<file path="config.mk">
export PLATFORM = sky130hd
export DESIGN_NAME = wb_burst_arb
export DESIGN_NICKNAME = d
export VERILOG_FILES = /design/src/rtl/wb_burst_arb_pkg.sv /design/src/rtl/wb_burst_arb_pick.sv /design/src/rtl/wb_burst_arb.sv
export SDC_FILE = /design/constraint.sdc
export NUM_CORES = 1
export LEC_CHECK = 0
export ABC_AREA = 1
export ABC_CLOCK_PERIOD_IN_PS = 3100
export BUFFER_PORTS_ARGS = -buffer_cell sky130_fd_sc_hd__buf_2
export CORE_UTILIZATION = 56
export DETAILED_ROUTE_END_ITERATION = 10
export GPL_TIMING_DRIVEN = 1
export PLACE_DENSITY_LB_ADDON = 0.05
export SLEW_MARGIN = 20
export SYNTH_ARGS = -nofsm -noshare
export SYNTH_HDL_FRONTEND = slang
export SYNTH_SLANG_ARGS = --single-unit
</file>
<file path="constraint.sdc">
create_clock -name clk_i -period 3.1 [get_ports clk_i]
set_input_delay 0.31 -clock clk_i [delete_from_list [all_inputs] [get_ports clk_i]]
set_output_delay 0.31 -clock clk_i [all_outputs]
set_load 0.01 [all_outputs]
</file>
<file path="src/rtl/wb_burst_arb_pkg.sv">
// Shared types and helpers for the burst-aware wishbone round-robin arbiter.
package wb_arb_pkg;

    localparam int NUM_MST = 4;
    localparam int GNT_W   = 2;

    typedef enum logic [1:0] {
        IDLE    = 2'd0,
        OWN     = 2'd1,
        RELEASE = 2'd2
    } arb_state_t;

    // Turn an encoded owner index into the one-hot select used by the slave port mux.
    function automatic logic [NUM_MST-1:0] gnt_onehot(input logic [GNT_W-1:0] idx);
        logic [NUM_MST-1:0] oh;
        oh      = '0;
        oh[idx] = 1'b1;
        return oh;
    endfunction

endpackage

</file>
<file path="src/rtl/wb_burst_arb_pick.sv">
// Round-robin pick: first requester after the last owner, last owner lowest priority.
module wb_rr_pick
    import wb_arb_pkg::*;
(
    input  logic [NUM_MST-1:0] req,
    input  logic [GNT_W-1:0]   last,
    output logic               any,
    output logic [GNT_W-1:0]   idx
);

    logic [GNT_W-1:0] cand;

    // Scan from furthest to nearest so the nearest requester after 'last' wins.
    always_comb begin
        any  = 1'b0;
        idx  = last;
        cand = last;
        for (int k = NUM_MST; k >= 1; k--) begin
            cand = last + GNT_W'(k);
            if (req[cand]) begin
                any = 1'b1;
                idx = cand;
            end
        end
    end

endmodule

</file>
<file path="src/rtl/wb_burst_arb.sv">
// Burst-aware round-robin arbiter sharing one wishbone slave port among 4 masters.
// A grant is held for a whole transfer and released on last-ack, abort or watchdog.
module wb_burst_arb
    import wb_arb_pkg::*;
#(
    parameter int TOUT_W = 8
) (
    input  logic               clk_i,
    input  logic               rst_n,
    input  logic [TOUT_W-1:0]  cfg_tout,
    input  logic [NUM_MST-1:0] req_i,
    input  logic               ack_i,
    input  logic               lack_i,
    output logic [GNT_W-1:0]   gnt_o,
    output logic               gnt_vld_o,
    output logic [NUM_MST-1:0] gnt_oh_o,
    output logic               tout_err_o,
    output logic [GNT_W-1:0]   tout_id_o
);

    arb_state_t        state_q;
    logic [GNT_W-1:0]  last_q;
    logic [TOUT_W-1:0] cnt_q;
    logic              pick_any;
    logic [GNT_W-1:0]  pick_idx;
    logic              tout_hit;

    // Shared by the IDLE and RELEASE arbitration paths; last_q is already updated in RELEASE.
    wb_rr_pick u_pick (
        .req  (req_i),
        .last (last_q),
        .any  (pick_any),
        .idx  (pick_idx)
    );

    // Watchdog fires on the cycle the counter reaches the limit with no ack; zero disables it.
    always_comb begin
        tout_hit = (cfg_tout != '0) && (cnt_q == (cfg_tout - TOUT_W'(1))) && !ack_i;
    end

    // Arbiter FSM with registered grant, watchdog counter and error outputs.
    always_ff @(posedge clk_i or negedge rst_n) begin
        if (!rst_n) begin
            state_q    <= IDLE;
            last_q     <= GNT_W'(NUM_MST - 1);
            cnt_q      <= '0;
            gnt_o      <= '0;
            gnt_vld_o  <= 1'b0;
            gnt_oh_o   <= '0;
            tout_err_o <= 1'b0;
            tout_id_o  <= '0;
        end else begin
            tout_err_o <= 1'b0;
            case (state_q)
                IDLE, RELEASE: begin
                    cnt_q <= '0;
                    if (pick_any) begin
                        state_q   <= OWN;
                        gnt_o     <= pick_idx;
                        gnt_vld_o <= 1'b1;
                        gnt_oh_o  <= gnt_onehot(pick_idx);
                    end else begin
                        state_q <= IDLE;
                    end
                end
                OWN: begin
                    if (lack_i || !req_i[gnt_o] || tout_hit) begin
                        state_q   <= RELEASE;
                        last_q    <= gnt_o;
                        cnt_q     <= '0;
                        gnt_vld_o <= 1'b0;
                        gnt_oh_o  <= '0;
                        if (!lack_i && req_i[gnt_o]) begin
                            tout_err_o <= 1'b1;
                            tout_id_o  <= gnt_o;
                        end
                    end else if (ack_i) begin
                        cnt_q <= '0;
                    end else if (cnt_q != '1) begin
                        cnt_q <= cnt_q + TOUT_W'(1);
                    end
                end
                default: begin
                    state_q <= IDLE;
                end
            endcase
        end
    end

endmodule

</file>
==> summary.md <==
| Metric | Value |
|---|---|
| Status | finished, final reports clean |
| Area contributors post-synth | sky130_fd_sc_hd__dfrtp_1 31%, sky130_fd_sc_hd__nand2_1 18%, sky130_fd_sc_hd__inv_1 8.0% |
| Maximum resistive drop on vdd | roughly 600 uV |
| Number of buffers added by the clock tree synthesis step | 3 |
| Sequential fraction of the synthesis area | about 35% |
| Total congestion overflow | 0 |
| Crit. End Element | register |
| HPWL Detailed | 2467 um |
| Number of synthesized register bits | 22 |
| Share of post-route cells with drive strength above 1 | roughly a fifth |
| Async set or reset register ratio after synthesis | 100.0% |
| Remaining design rule violation count | 0 |
| Top-count cell post-synth | sky130_fd_sc_hd__nand2_1 |
| Total Power | 1222 uW |
| Buffers and inverters on the worst path | 2 |
| Overall die width | 55.40 um |
| Post-CTS setup buffers | 0 |
| Via count of the first global-routing pass | 1336 |
| Max Buffers Root-to-Sink | 2 |
| Reported net switching power | ~530 uW |
| Final total negative setup slack | 0 ns |
| Clock tree from TritonCTS | yes |
| Dominant combinational cell family by area after synthesis | simple AND/OR/NAND/NOR gates |
| Post-Syn Instances | between 200 and 250 |
| Synth Area in Adders | roughly 2.4% |
| Crit path launch type | register |
| Mean number of vias per cell | ~4.9 |
| Sw Ratio | 43.20% |
| WL per Instance | 10.93 um |
| Placeable Area | ~2600 um2 |
| Kind of cell with the highest combined delay on the critical path | flip-flops |
| Worst setup path class | register to register |
| Post-synthesis area per instance | between 6 and 7 um2 |
| CTS sink cnt | 22 |
| Area fraction in and, or, nand and nor cells after synthesis | about two fifths |
| Number of standard cells in the layout, taps in and fillers out | between 200 and 300 |
| Area delta synth->final | 13.40% |
| Proportion of power drawn by the clock network | 18.0% |
| Fill cells | between 200 and 250 |
| Power density over cell area | 674.8 nW/um2 |
| # placed instances | 284 |
| Worst slew slack as a fraction of its limit | ~66% |
| Most common flop cell mapped by yosys | sky130_fd_sc_hd__dfrtp_1 |
| Routability congestion estimate from global placement | between 0.8 and 0.9 |
| Sequential cell fraction of total power | 34.7% |
| Number of violations of the max-capacitance limit | 0 |
| Clk Latency, worst-skew pair | 0.31 ns |
| DRT Wirelength | approximately 3200 um |
| Share of total power in combinational logic | between 40% and 50% |
| Final standard cell utilization of the core | 69.90% |
| Setup repair after global routing missed its margin | no |
| Die boundary height | roughly 55 um |
| Initial core utilization | about three fifths |
| Instance area at placement | roughly 1700 um2 |
| Final count of pins violating max slew | 0 |
| Number of diodes | 0 |
| Final cycle utilization of the critical path | 62.98% |
| Iteration-0 DRC count of the detailed router | 76 |
| Post-synth net total | 249 |
| Root buf cell | sky130_fd_sc_hd__clkbuf_4 |
| Required time at the endpoint of the critical path | 3.31 ns |
| Initial antenna violation count | 0 |
| Count of port buffers added during placement | 25 |
| Global routing usage summed across all routing layers | ~23% |
| Top post-synthesis cells by count | 77 x sky130_fd_sc_hd__nand2_1, 34 x sky130_fd_sc_hd__inv_1, 23 x sky130_fd_sc_hd__nor2_1, 20 x sky130_fd_sc_hd__dfrtp_1, 20 x sky130_fd_sc_hd__nand3_1 |
| Static leakage | 0.001018 uW |
| Netlist Area Pre-Place | 1597 um2 |
| Tmin final | slightly below 2 ns |
| Largest net degree at the start of global routing | 23 |
| Row count | 18 |
| Via total after detailed routing | between 1000 and 1500 |
| Setup-failing EPs final | 0 |
| H-tree lvl count | 1 |
| Transition time at the pin with the least slew margin | just over 0.5 ns |
| Cell repeated most along the worst path | sky130_fd_sc_hd__o21ai_0 |
| Final Hold Viols | 0 |
| Cell-by-cell trace of the critical path | o21ai_0 -> nor4_1 -> nor2_2 -> inv_2 -> nor2_1 -> inv_1 -> o21ai_0 |
| Largest area contributor in the synthesized netlist | sky130_fd_sc_hd__dfrtp_1 |
| EDFF count, synth | 0 |
| CTS clk-pin slew, worst paths | 0.13 ns |
| Crit path largest cell delay | ~0.69 ns |
| Fraction of synthesized cell area taken by the top area cell type | between 30% and 40% |
| Synthesized-area fraction occupied by xor and xnor cells | slightly below 6% |
| Crit path max-delay cell type | sky130_fd_sc_hd__dfstp_2 |
| Number of top-level pins | 26 |
| Internal Pwr Total | approximately 690 uW |
| Type of the tightest min-delay check | input pin to register |
| Setup skew after layout | slightly above 0.009 ns |
| Remaining antenna violation count after routing | 0 |
| Die footprint | ~3100 um2 |
| Highest clock rate | between 500 and 600 MHz |
| Portion of netlist area occupied by mux cells | 0% |
| Number of distinct library cell variants in the gate-level netlist after synthesis | 28 |
| Area fraction in compound gates after synthesis | under 10% |
| Synth warnings | 0 |
| Data arrival time of the critical path | 2.16 ns |
| Design area | between 1500 and 2000 um2 |
| Drt first pass iters | 6 |
| Post-layout net count | ~280 |
| Highest net fanout along the worst path | 11 |
| First-pass GRT wire length | roughly 5600 um |
-- flip-flops by register name, indices dropped and copies added (netlist names) --
name	cells
tout_id_o	2
tout_err_o	1
state_q	2
cnt_q	8
gnt_vld_o	1
last_q	2
gnt_o	2
gnt_oh_o	4
-- worst min-delay path, stage by stage --
cell and delay [ns]:
sky130_fd_sc_hd__buf_2 0.10, sky130_fd_sc_hd__inv_1 0.10, sky130_fd_sc_hd__nand3_1 0.10, sky130_fd_sc_hd__nand2_1 0.05
-- final timing paths --
check | slack [ns] | depth (start not counted) | to | startpoint
worst max-delay path | 1.15 | 7 | gnt_o[1] | last_q[0]
worst min-delay path | 0.37 | 4 | cnt_q[2] | ack_i
worst max register to register | 1.15 | 7 | gnt_o[1] | last_q[0]
worst min register to register | 0.48 | 2 | gnt_vld_o | gnt_vld_o
max in group asynchronous | 2.27 | 2 | last_q[0] | rst_n
min in group asynchronous | 0.48 | 2 | cnt_q[2] | rst_n
-- metrics by stage --
stage,hold WS [ns],worst slack (ns)
after CTS,0.3632,1.140
after detailed placement,0.3027,1.165
after global placement,0.3035,1.167
final,0.3674,1.148
after floorplan,0.01441,1.408
after global routing,0.4037,0.9512
-- cell usage in the layout (no fill, tap or decap), drive strengths merged, types with 2 or more instances in the layout --
cell type  count
nor2          28
o21ai         14
clkbuf         3
xnor2          2
buf           25
nand3         23
xor2           8
dfstp          2
dfrtp         20
a21oi          5
inv           36
ha             3
nand3b         2
nand2         81
-- layer usage --
layer / up-vias / GRT usage [%] / wire [um]
li1: 767 / - / -
met1: 620 / 28.44 / 1490
met2: 18 / 40.45 / 1562
met3: 4 / 4.215 / 80
met4: 0 / 5.714 / 27
met5: - / 0 / 0
-- final cells by class --
type	count	area [um2]	share of cell area [%]
multi-input combinational	171	897.1	49.55
inverter	36	135.1	7.464
tap	30	37.54	2.073
sequential	22	553.0	30.55
clock buffer	3	22.52	1.244
clock inverter	1	30.03	1.659
timing repair buffer	26	135.1	7.464
-- cells by family (layout without fill, tap and decap cells) --
logic type / Yosys count / in the layout
and+or+nand+nor: 138 / 138
buffers and inverters: 37 / 66
DFF: 22 / 22
AOI/OAI and AO/OA: 20 / 20
xor gates and xnor gates: 10 / 10
adders and majority gates: 3 / 3
-- timing repair --
action                                  4_1_cts  5_1_grt
endpoints found under the setup margin        0        0
gates resized for setup                       0        0
hold buffers                                  1        0
endpoints found under the hold margin        20        0
-- power groups by stage --
stage               clock, uW  combinational [uW]  sequential [uW]
floorplan                   0                 455              423
global placement            0                 576              434
CTS                       224                 585              426
finish                    220                 577              424
detailed placement          0                 584              431
global route              231                 660              434
Power figures use the tool's default switching activity.
